File: src/rtl/hsi_m_rx_ctrl.sv
// hsi_m_rx_ctrl: HSI master-side receive controller.
// Frames a slave reply (HDR, LEN, payload, CRC_H, CRC_L) from decoder byte strobes,
// checks CRC16-CCITT over HDR/LEN/payload, forwards payload bytes and reports status.
// Build option: define HSI_RX_ERR_CNT_EN to add the saturating rx_err_cnt output.
module hsi_m_rx_ctrl #(
   parameter int unsigned MAX_LEN       = 32,
   parameter int unsigned BYTE_TO_TICKS = 2000
) (
   input  logic       clk,
   input  logic       n_rst,
   input  logic       rx_en,
   input  logic       dec_start_bit,
   input  logic [7:0] dec_q,
   input  logic       dec_q_rdy,
   input  logic       dec_err,
   output logic       rx_start_bit_accepted,
   output logic       rx_frame_end,
   output logic       rx_err,
   output logic       rx_service_req,
   output logic       rx_sd_busy,
   output logic [7:0] rx_d,
`ifdef HSI_RX_ERR_CNT_EN
   output logic [7:0] rx_err_cnt,
`endif
   output logic       rx_d_rdy
);

   localparam int unsigned TICK_W = $clog2(BYTE_TO_TICKS);

   typedef enum logic [2:0] {
      StIdle, StHdr, StLen, StData, StCrcH, StCrcL, StDone
   } state_e;

   state_e            state;
   logic [15:0]       crc;
   logic [7:0]        crc_hi;
   logic [7:0]        frame_len;
   logic [7:0]        byte_cnt;
   logic [TICK_W-1:0] tick_cnt;
   logic              hdr_svc;
   logic              hdr_busy;

   logic              active;
   logic              timeout;
   logic              byte_ok;
   logic              len_bad;
   logic              end_frame;
   logic              end_err;
   logic [15:0]       crc_next;

   // CRC16-CCITT (poly 0x1021), one byte MSB-first, non-reflected.
   function automatic logic [15:0] crc16_upd(input logic [15:0] c_in, input logic [7:0] d);
      logic [15:0] c;
      c = c_in;
      for (int i = 7; i >= 0; i--) begin
         if (c[15] ^ d[i]) c = {c[14:0], 1'b0} ^ 16'h1021;
         else              c = {c[14:0], 1'b0};
      end
      return c;
   endfunction

   assign crc_next = crc16_upd(crc, dec_q);
   assign active   = (state != StIdle) && (state != StDone);
   // The counter reaches BYTE_TO_TICKS-1 on the coming edge.
   assign timeout  = active && (tick_cnt == TICK_W'(BYTE_TO_TICKS - 2));
   assign byte_ok  = dec_q_rdy && !dec_err;
   assign len_bad  = {24'd0, dec_q} > MAX_LEN;

   // Decide whether this cycle closes the frame and whether it closes with an error.
   always_comb begin
      end_frame = 1'b0;
      end_err   = 1'b0;
      if (active) begin
         if (dec_err) begin
            end_frame = 1'b1;
            end_err   = 1'b1;
         end else if (dec_q_rdy) begin
            // A byte arriving on the timeout cycle is still accepted.
            if (state == StLen && len_bad) begin
               end_frame = 1'b1;
               end_err   = 1'b1;
            end else if (state == StCrcL) begin
               end_frame = 1'b1;
               end_err   = ({crc_hi, dec_q} != crc);
            end
         end else if (timeout) begin
            end_frame = 1'b1;
            end_err   = 1'b1;
         end
      end
   end

   // Frame FSM with registered status and data outputs.
   always_ff @(posedge clk or negedge n_rst) begin
      if (!n_rst) begin
         state                 <= StIdle;
         crc                   <= 16'hFFFF;
         crc_hi                <= 8'd0;
         frame_len             <= 8'd0;
         byte_cnt              <= 8'd0;
         tick_cnt              <= '0;
         hdr_svc               <= 1'b0;
         hdr_busy              <= 1'b0;
         rx_start_bit_accepted <= 1'b0;
         rx_frame_end          <= 1'b0;
         rx_err                <= 1'b0;
         rx_service_req        <= 1'b0;
         rx_sd_busy            <= 1'b0;
         rx_d                  <= 8'd0;
         rx_d_rdy              <= 1'b0;
      end else begin
         rx_start_bit_accepted <= 1'b0;
         rx_frame_end          <= 1'b0;
         rx_d_rdy              <= 1'b0;
         if (!rx_en) begin
            // Abandon silently: no frame end, status flags untouched.
            state <= StIdle;
         end else begin
            case (state)
               StIdle: begin
                  if (dec_start_bit) begin
                     rx_start_bit_accepted <= 1'b1;
                     rx_err                <= 1'b0;
                     crc                   <= 16'hFFFF;
                     tick_cnt              <= '0;
                     state                 <= StHdr;
                  end
               end
               StDone: begin
                  state <= StIdle;
               end
               default: begin
                  if (end_frame) begin
                     state        <= StDone;
                     rx_frame_end <= 1'b1;
                     rx_err       <= end_err;
                     if (!end_err) begin
                        rx_service_req <= hdr_svc;
                        rx_sd_busy     <= hdr_busy;
                     end
                  end else if (byte_ok) begin
                     tick_cnt <= '0;
                     case (state)
                        StHdr: begin
                           hdr_svc  <= dec_q[5];
                           hdr_busy <= dec_q[4];
                           crc      <= crc_next;
                           state    <= StLen;
                        end
                        StLen: begin
                           frame_len <= dec_q;
                           byte_cnt  <= 8'd0;
                           crc       <= crc_next;
                           state     <= (dec_q == 8'd0) ? StCrcH : StData;
                        end
                        StData: begin
                           rx_d     <= dec_q;
                           rx_d_rdy <= 1'b1;
                           crc      <= crc_next;
                           byte_cnt <= byte_cnt + 8'd1;
                           if (byte_cnt + 8'd1 == frame_len) state <= StCrcH;
                        end
                        StCrcH: begin
                           crc_hi <= dec_q;
                           state  <= StCrcL;
                        end
                        default: ;
                     endcase
                  end else begin
                     tick_cnt <= tick_cnt + TICK_W'(1);
                  end
               end
            endcase
         end
      end
   end

`ifdef HSI_RX_ERR_CNT_EN
   // Count errored frames during the DONE cycle; saturates, cleared only by reset.
   always_ff @(posedge clk or negedge n_rst) begin
      if (!n_rst) begin
         rx_err_cnt <= 8'd0;
      end else if (state == StDone && rx_err && rx_err_cnt != 8'hFF) begin
         rx_err_cnt <= rx_err_cnt + 8'd1;
      end
   end
`endif

endmodule

File: config.mk
export PLATFORM = sky130hd
export DESIGN_NAME = hsi_m_rx_ctrl
export DESIGN_NICKNAME = d
export VERILOG_FILES = /design/src/rtl/hsi_m_rx_ctrl.sv
export SDC_FILE = /design/constraint.sdc
export NUM_CORES = 1
export LEC_CHECK = 0
export BUFFER_PORTS_ARGS = -buffer_cell sky130_fd_sc_hd__buf_4
export CAP_MARGIN = 20
export CORE_UTILIZATION = 55
export DETAILED_ROUTE_END_ITERATION = 16
export PLACE_DENSITY = 0.74
export SLEW_MARGIN = 20
export SYNTH_ARGS = -nofsm -noshare
export SYNTH_HDL_FRONTEND = slang
export SYNTH_SLANG_ARGS = --single-unit
File: constraint.sdc
create_clock -name clk -period 2.92 [get_ports clk]
set_input_delay 0 -clock clk [delete_from_list [all_inputs] [get_ports clk]]
set_output_delay 0 -clock clk [all_outputs]
set_load 0.1 [all_outputs]
==> results of run 1 <==
## worst min-delay path: cells and delay by family
| family | cells | cell delay [ps] |
|---|---|---|
| AO/OA/AOI/OAI | 2 | 240 |
| buffers and inverters | 1 | 110 |
## layout make-up
| cell class | instances | share of cell area |
|---|---|---|
| Clock inverter | 6 | 0.00999 |
| Multi-Input combinational cell | 300 | 0.455 |
| Sequential cell | 70 | 0.393 |
| Tap cell | 96 | 0.0266 |
| Inverter | 7 | 0.00583 |
| Clock buffer | 10 | 0.0305 |
| Timing Repair Buffer | 44 | 0.0794 |
## cell families after synthesis
| logic type | after synthesis | synth area share |
|---|---|---|
| and+or+nand+nor | 145 | 0.189 |
| AOI/OAI and AO/OA | 76 | 0.134 |
| DFF | 70 | 0.446 |
| xor gates and xnor gates | 48 | 0.106 |
| buffers and inverters | 29 | 0.0369 |
| muxes | 28 | 0.0788 |
| adders and majority gates | 3 | 0.00946 |
## what timing repair did
item / CTS / global route
gates resized for setup: 0 / 0
hold buffers: 11 / 0
hold endpoints to repair: 79 / 0
## through the flow
| step | instances | instance area [µm²] |
|---|---|---|
| floorplan | 399 | 3970 |
| global placement | 506 | 4220 |
| detailed placement | 506 | 4220 |
| CTS | 533 | 4510 |
| global route | 533 | 4510 |
| finish | 533 | 4510 |
## synthesized netlist by cell type, drive strengths merged (7+ instances only)
master   n
nor2    28
nand2b   7
xor2    15
a21oi   14
buf     10
nand4    8
inv      7
xnor2   33
o21ai   29
dfstp   16
clkbuf  12
dfrtp   54
nand2   43
mux2    26
nand3   16
nor3     8
## report_power, final
part           internal, mW  switching, mW  total, mW
logic                 0.954           1.51       2.46
registers              1.39          0.366       1.76
clock network         0.335          0.391      0.726
total                  2.68           2.26       4.94
## state kept, by name, summed over array words and instances (netlist names)
name / cells
crc_hi: 8
rx_frame_end: 1
rx_d_rdy: 1
tick_cnt: 11
state: 3
crc: 16
hdr_busy: 1
rx_d: 8
byte_cnt: 8
frame_len: 8
rx_service_req: 1
rx_sd_busy: 1
rx_err: 1
hdr_svc: 1
rx_start_bit_accepted: 1
## metal layers
layer | up-vias | wire [µm] | part of all wire
met5 | - | 0 | 0
met4 | 0 | 123 | 0.015
met3 | 9 | 276 | 0.033
met2 | 71 | 4180 | 0.50
met1 | 1481 | 3780 | 0.45
li1 | 1472 | - | -
## path summary, 6_finish.rpt
kind,start,end,slack (ps)
worst max-delay path,state[1],crc[0],300
worst min-delay path,dec_err,rx_err,60
worst max register to register,state[1],crc[0],300
worst min register to register,tick_cnt[10],tick_cnt[10],490
max in group asynchronous,n_rst,crc_hi[6],2040
min in group asynchronous,n_rst,tick_cnt[5],300
==> flow_metrics.env, run 1 <==
export IMPL_period_needed_ps=2620
export IMPL_synth_nets=416
export IMPL_rsz0062_at_grt="false"
export IMPL_h_tree_depth=3
export IMPL_hold_viol_final=0
export IMPL_crit_fanout=32
export IMPL_avgViaCountPerCell=5.69
export IMPL_use_met2=0.399
export IMPL_nets=449
export IMPL_cts_tree="done"
export IMPL_synth_top_area_share=0.340
export IMPL_worst_slack_ps=298
export IMPL_fin_skew_ps=10.0
export IMPL_power_total_mw=4.94
export IMPL_n_antenna_cell=0
export IMPL_drive_gt1_frac=0.245
export IMPL_synth_top_cell_by_area="dfrtp_1"
export IMPL_use_met1=0.335
export IMPL_final_cell_mix="dfrtp_1, nand2_1, xnor2_1, buf_4, nor2_1"
export IMPL_insertion_delay_ps=350
export IMPL_grt_overflow_total=0
export IMPL_die_h_um=86.9
export IMPL_drc=0
export IMPL_synth_edf_count=0
export IMPL_syn_to_final_growth_pct=13.6
export IMPL_final_seq_area_mm2=0.00177
export IMPL_die_area_mm2=0.00756
export IMPL_grt_usage=0.247
export IMPL_cp_slowest_cell="dfrtp_1"
export IMPL_numCtsBuffers=9
export IMPL_place_gp_congestion=0.845
export IMPL_fill_cells=582
export IMPL_num_vias=3033
export IMPL_start_util=0.578
export IMPL_ys_seq_area_frac=0.446
export IMPL_yosys_cell_types_count=55
export IMPL_top_usage_layer="met2"
export IMPL_numPortBuffers=27
export IMPL_crit_path_cell_trace="nor2b_1, or3_4, a221o_1, or4b_1, buf_4, a21oi_1, a21o_1"
export IMPL_synth_avg_cell_area_um2=9.95
export IMPL_setup_violations=0
export IMPL_status="complete, no violations"
export IMPL_layout_commonest_cell="dfrtp_1"
export IMPL_cp_depth=7
export IMPL_drt_wl_total_um=8360
export IMPL_synth_area_mm2=0.00397
export IMPL_worst_path_buf_inv=1
export IMPL_first_iter_violations=292
export IMPL_slowest_delay_ps=510
export IMPL_dp_hpwl_um=5800
export IMPL_use_met3=0.0351
export IMPL_crit_path_start_kind="flip-flop"
export IMPL_drv_cap=0
export IMPL_p_leak_nw=1.96
export IMPL_multi_input_area_mm2=0.00205
export IMPL_powerDensity_mw_per_mm2=1100
export IMPL_vdd_drop_max_v=0.000701
export IMPL_fin_crit_sh=0.898
export IMPL_clockBufferDepth=2
export IMPL_fmax_ghz=0.381
export IMPL_syn_inst=399
export IMPL_wl_per_cell_um=15.7
export IMPL_crit_type="reg2reg"
export IMPL_grt_pass1_wl_um=14200
export IMPL_dieWidth_um=86.9
export IMPL_finalMaxSlewViolations=0
export IMPL_yosys_warnings=0
export IMPL_antenna_found_initial=0
export IMPL_worstPathArrival_ps=2910
export IMPL_dp_slack_ps=338
export IMPL_synthFlopType="dfrtp_1"
export IMPL_pin_count=28
export IMPL_critPathRequiredTime_ps=3210
export IMPL_core_mm2=0.00687
export IMPL_ys_seq_elements=70
export IMPL_ant_nets=0
export IMPL_max_slew_worst_pin_slew_ps=876
export IMPL_ys_async_sr_fraction=1.00
export IMPL_reg2reg_depth=7
export IMPL_cp_top_family="simple AND/OR/NAND/NOR gates"
export IMPL_setup_tns_ps=0
export IMPL_cts_root_buffer="clkbuf_8"
export IMPL_clkSinkCount=70
export IMPL_grt_pass1_vias=2949
export IMPL_grt_max_degree=71
export IMPL_std_cell_rows=30
export IMPL_min_delay_path_depth=3
export IMPL_hold_ws_ps=58.0
export IMPL_clk_pin_slew_ps=80
export IMPL_hold_path_class="in2reg"
export IMPL_synthTopCellsByArea="dfrtp_1, dfstp_2, xnor2_1"
export IMPL_final_util=0.656
export IMPL_dr_pass1_iters=4
export IMPL_cts_setup_buffers=0
export IMPL_relSlewSlack=0.416
export IMPL_endpoint_kind="flip-flop"
No activity file was read; power rests on OpenSTA's default activity.
==> inputs of run 2 (changes only) <==
==> constraint.sdc (replaced) <==
create_clock -name clk -period 2.92 [get_ports clk]
set_input_delay 0.876 -clock clk [delete_from_list [all_inputs] [get_ports clk]]
set_output_delay 0.876 -clock clk [all_outputs]
set_load 0.1 [all_outputs]
==> run 2 against run 1 <==
Effect of this change:
- design area grew 0.47%
- global-route usage grew 1.1 points
- critical endpoint is now state[2]
- critical path type unchanged
- routed wire length grew 3.0%
- hold slack gained 440 ps
- total power grew 3.2%
- fmax shrank 5.5%
- die area is the same
- clock power grew 14%
- worst setup slack lost 150 ps
- combinational power grew 3%
- first-iteration DRC count shrank 37%
- clock skew grew 1.9 ps
==> flow_metrics.env, run 2 (synthesized netlist as in run 1, its figures left out) <==
export IMPL_wl_per_cell_um=16.1
export IMPL_powerDensity_mw_per_mm2=1130
export IMPL_cp_top_family="compound AO/OA/AOI/OAI gates"
export IMPL_drc=0
export IMPL_p_leak_nw=1.99
export IMPL_dr_pass1_iters=4
export IMPL_clkSinkCount=70
export IMPL_grt_pass1_wl_um=14900
export IMPL_syn_to_final_growth_pct=14.2
export IMPL_finalMaxSlewViolations=0
export IMPL_slowest_delay_ps=700
export IMPL_largest_register="crc"
export IMPL_grt_max_degree=71
export IMPL_h_tree_depth=3
export IMPL_vdd_drop_max_v=0.000859
export IMPL_drv_cap=0
export IMPL_final_util=0.660
export IMPL_relSlewSlack=0.323
export IMPL_nets=451
export IMPL_setup_violations=0
export IMPL_rr_startpoint="byte_cnt[2]"
export IMPL_cts_tree="done"
export IMPL_std_cell_rows=30
export IMPL_drive_gt1_frac=0.273
export IMPL_cts_resized=0
export IMPL_endpoint_kind="flip-flop"
export IMPL_worst_path_buf_inv=0
export IMPL_largestRegisters="crc x16, tick_cnt x11"
export IMPL_die_h_um=86.9
export IMPL_crit_fanout=10
export IMPL_rsz0062_at_grt="false"
export IMPL_drt_wl_total_um=8620
export IMPL_start_util=0.578
export IMPL_dieWidth_um=86.9
export IMPL_dp_hpwl_um=6200
export IMPL_hold_path_class="reg2reg"
export IMPL_n_antenna_cell=0
export IMPL_largest_reg_flops=16
export IMPL_crit_path_cell_trace="nand4_1, or4_1, o21a_1, a2111oi_0, and3b_1, o32ai_1"
export IMPL_clockBufferDepth=2
export IMPL_final_cell_mix="dfrtp_1, buf_4, nand2_1"
export IMPL_numCtsBuffers=9
export IMPL_period_needed_ps=2770
export IMPL_die_area_mm2=0.00756
export IMPL_max_slew_worst_pin_slew_ps=1010
export IMPL_pin_count=28
export IMPL_fin_crit_sh=0.950
export IMPL_antenna_found_initial=0
export IMPL_cts_root_buffer="clkbuf_8"
export IMPL_avgViaCountPerCell=5.69
export IMPL_hold_viol_final=0
export IMPL_cts_setup_buffers=0
export IMPL_num_vias=3046
export IMPL_core_mm2=0.00687
export IMPL_numPortBuffers=27
export IMPL_hp_start="crc[14]"
export IMPL_crit_type="reg2reg"
export IMPL_place_gp_congestion=0.865
export IMPL_power_total_mw=5.10
export IMPL_first_iter_violations=184
export IMPL_fmax_ghz=0.360
export IMPL_ant_nets=0
export IMPL_grt_overflow_total=0
export IMPL_layout_commonest_cell="dfrtp_1"
export IMPL_insertion_delay_ps=360
export IMPL_cp_slowest_cell="a2111oi_0"
export IMPL_grt_pass1_vias=3069
export IMPL_status="complete, no violations"
export IMPL_cts_hold_buffers=0
export IMPL_worst_r2r_setup_slack_ps=150
export IMPL_crit_path_start_kind="flip-flop"
export IMPL_clk_pin_slew_ps=80
export IMPL_critPathRequiredTime_ps=3170
export IMPL_crit_start="byte_cnt[2]"
export IMPL_grt_usage=0.257
export IMPL_fin_skew_ps=11.9
export IMPL_worstPathArrival_ps=3020
-- run 2: worst min-delay path, delay by kind of cell (launching register included) --
family             cells  cell delay [ps]
DFF                    1              390
and+or+nand+nor        1               60
AOI/OAI and AO/OA      1               50
-- run 2: cell type report --
cell class	instances	area (µm²)
Clock buffer	9	124
Clock inverter	7	80.1
Fill cell	572	2340
Inverter	7	26.3
Multi-Input combinational cell	300	2050
Sequential cell	70	1770
Tap cell	96	120
Timing Repair Buffer	46	358
-- run 2: per-stage QoR --
| stage | area [µm²] | std cells | setup TNS (ps) | hold slack (ps) | worst slack (ps) |
|---|---|---|---|---|---|
| 6_report | 4530 | 535 | 0 | 495 | 145 |
| 5_1_grt | 4530 | 535 | 0 | 507 | 9.58 |
| 4_1_cts | 4530 | 535 | 0 | 497 | 205 |
| 3_5_place_dp | 4330 | 519 | -189 | 485 | -94.7 |
| 3_3_place_gp | 4330 | 519 | -643 | 482 | -195 |
| 2_1_floorplan | 3970 | 399 | 0 | 450 | 108 |
-- run 2: final timing paths --
| path | end | depth (start not counted) |
|---|---|---|
| setup reg to reg | state[2] | 6 |
| setup / recovery | state[2] | 6 |
| hold reg to reg | crc[14] | 2 |
| min in group asynchronous | tick_cnt[10] | 1 |
| max in group asynchronous | crc_hi[2] | 1 |
| hold / removal | crc[14] | 2 |
-- run 2: per-layer routing --
layer	vias to the layer above	track usage	share of wire
met5	-	0	0
met4	0	0.103	0.021
met3	17	0.0559	0.036
met2	66	0.412	0.48
met1	1473	0.341	0.46
li1	1490	-	-
-- run 2: report_power, final --
part / switching, mW / internal (mW) / total [mW]
Sequential: 0.357 / 1.39 / 1.75
Clock: 0.422 / 0.405 / 0.826
Combinational: 1.54 / 0.984 / 2.53
==> inputs of run 3 (changes only) <==
--- a/config.mk
+++ b/config.mk
@@ -6,10 +6,8 @@
 export NUM_CORES = 1
 export LEC_CHECK = 0
 export BUFFER_PORTS_ARGS = -buffer_cell sky130_fd_sc_hd__buf_4
-export CAP_MARGIN = 20
-export CORE_UTILIZATION = 55
+export CORE_UTILIZATION = 35
 export DETAILED_ROUTE_END_ITERATION = 16
-export PLACE_DENSITY = 0.74
 export SLEW_MARGIN = 20
 export SYNTH_ARGS = -nofsm -noshare
 export SYNTH_HDL_FRONTEND = slang
==> run 3 against run 2 <==
Effect of this change:
- routed wire length up 3.4%
- largest power group unchanged
- clock skew down 6.4 ps
- count of clock-buffer cells in the layout unchanged
- largest cell class unchanged
- highest routed layer unchanged
==> flow_metrics.env, run 3 (synthesized netlist as in run 1, its figures left out) <==
export IMPL_status="complete, no violations"
export IMPL_cts_hold_buffers=0
export IMPL_h_tree_depth=3
export IMPL_cts_tree="done"
export IMPL_crit_start="dec_q[1]"
export IMPL_drt_wl_total_um=8910
export IMPL_num_vias=3045
export IMPL_syn_to_final_growth_pct=18.3
export IMPL_p_leak_nw=2.05
export IMPL_dp_slack_ps=10.3
export IMPL_first_iter_violations=157
export IMPL_avgViaCountPerCell=5.27
export IMPL_final_cell_mix="dfrtp_1, nand2_1, buf_4"
export IMPL_reg2reg_depth=5
export IMPL_cts_setup_buffers=0
export IMPL_std_cell_rows=38
export IMPL_largestRegisters="crc x16, tick_cnt x11"
export IMPL_grt_pass1_wl_um=15100
export IMPL_cts_resized=0
export IMPL_period_needed_ps=2590
export IMPL_insertion_delay_ps=330
export IMPL_fin_crit_sh=0.886
export IMPL_n_antenna_cell=0
export IMPL_worstPathArrival_ps=2860
export IMPL_cp_depth=9
export IMPL_grt_overflow_total=0
export IMPL_cp_slowest_cell="or4b_1"
export IMPL_rr_startpoint="state[2]"
export IMPL_relSlewSlack=0.337
export IMPL_largest_register="crc"
export IMPL_r2r_end="state[0]"
export IMPL_dp_hpwl_um=6390
export IMPL_clockBufferDepth=2
export IMPL_multi_input_area_mm2=0.00206
export IMPL_crit_fanout=30
export IMPL_place_gp_congestion=0.826
export IMPL_numCtsBuffers=9
export IMPL_ant_nets=0
export IMPL_placed_area_mm2=0.00439
export IMPL_fin_skew_ps=5.59
export IMPL_dieWidth_um=108
export IMPL_worst_r2r_setup_slack_ps=330
export IMPL_numPortBuffers=27
export IMPL_fill_cells=1055
export IMPL_grt_max_degree=71
export IMPL_finalMaxSlewViolations=0
export IMPL_crit_top_cell="buf_4"
export IMPL_grt_usage=0.166
export IMPL_crit_type="in2reg"
export IMPL_nets=450
export IMPL_fmax_ghz=0.386
export IMPL_grt_pass1_vias=3043
export IMPL_final_cells=578
export IMPL_die_area_mm2=0.0118
export IMPL_crit_path_start_kind="input pin"
export IMPL_pin_count=28
export IMPL_powerDensity_mw_per_mm2=1150
export IMPL_clkSinkCount=70
export IMPL_slowest_delay_ps=570
export IMPL_postLayoutCellArea_mm2=0.00470
export IMPL_largest_reg_flops=16
export IMPL_clk_pin_slew_ps=60
export IMPL_vdd_drop_max_v=0.000683
export IMPL_crit_end="crc[5]"
export IMPL_critPathRequiredTime_ps=3190
export IMPL_drc=0
export IMPL_dp_cells=562
export IMPL_die_h_um=108
export IMPL_cp_top_family="simple AND/OR/NAND/NOR gates"
export IMPL_worst_path_buf_inv=3
export IMPL_setup_violations=0
export IMPL_cts_root_buffer="clkbuf_16"
export IMPL_dr_pass1_iters=4
export IMPL_power_total_mw=5.41
export IMPL_crit_path_cell_trace="buf_4, nor4_1, buf_4, a211oi_1, a221o_1, or4b_1, buf_12, nand2_1, o21ai_2"
export IMPL_max_slew_worst_pin_slew_ps=985
export IMPL_final_seq_area_mm2=0.00177
export IMPL_layout_commonest_cell="dfrtp_1"
export IMPL_antenna_found_initial=0
export IMPL_endpoint_kind="flip-flop"
export IMPL_drive_gt1_frac=0.274
export IMPL_core_mm2=0.0109
export IMPL_drv_cap=0
export IMPL_wl_per_cell_um=15.4
export IMPL_hold_viol_final=0
export IMPL_rsz0062_at_grt="false"
export IMPL_setup_tns_ps=0
export IMPL_final_util=0.430
export IMPL_start_util=0.363
export IMPL_hold_ws_ps=493
export IMPL_worst_slack_ps=332
export IMPL_hold_path_class="reg2reg"
## run 3: cell count changes in the layout (fill, tap and decap cells not counted), sizes merged
cell	before	now
inv	10	11
clkinvlp	2	1
buf	46	45
## run 3: worst reg2reg max path, stage by stage, from the launching register on
cell and delay (ps):
dfrtp_1 470, nor2b_1 470, o31ai_1 240, nor4_1 850, nor2_1 130, a221o_1 320
## run 3: routing by layer
metal  global-route usage  up-vias  part of all wire
met5                    0        -                 0
met4               0.0531        0             0.011
met3               0.0313        7             0.030
met2                0.269       58              0.48
met1                0.225     1487              0.48
li1                     -     1493                 -
## run 3: final cells by class
type,instances,share of cell area
Clock inverter,7,0.0170
Sequential cell,70,0.377
Clock buffer,9,0.0479
Tap cell,140,0.0373
Timing Repair Buffer,45,0.0773
Multi-Input combinational cell,300,0.438
Inverter,7,0.00559
## run 3: worst min path at each step
| stage | start | to | slack [ps] | depth (start not counted) |
|---|---|---|---|---|
| finish | crc[6] | crc[6] | 490 | 2 |
| global route | crc[10] | crc[10] | 510 | 2 |
| CTS | crc[6] | crc[6] | 500 | 2 |
| detailed placement | crc[6] | crc[6] | 490 | 2 |
| global placement | crc[13] | crc[13] | 480 | 2 |
| floorplan | tick_cnt[10] | tick_cnt[10] | 450 | 1 |
## run 3: report_power, final
part | leakage (nW) | switching [mW] | total [mW] | internal (mW)
logic | 1.03 | 1.54 | 2.53 | 0.992
clock network | 0.149 | 0.466 | 1.14 | 0.675
registers | 0.868 | 0.342 | 1.73 | 1.39
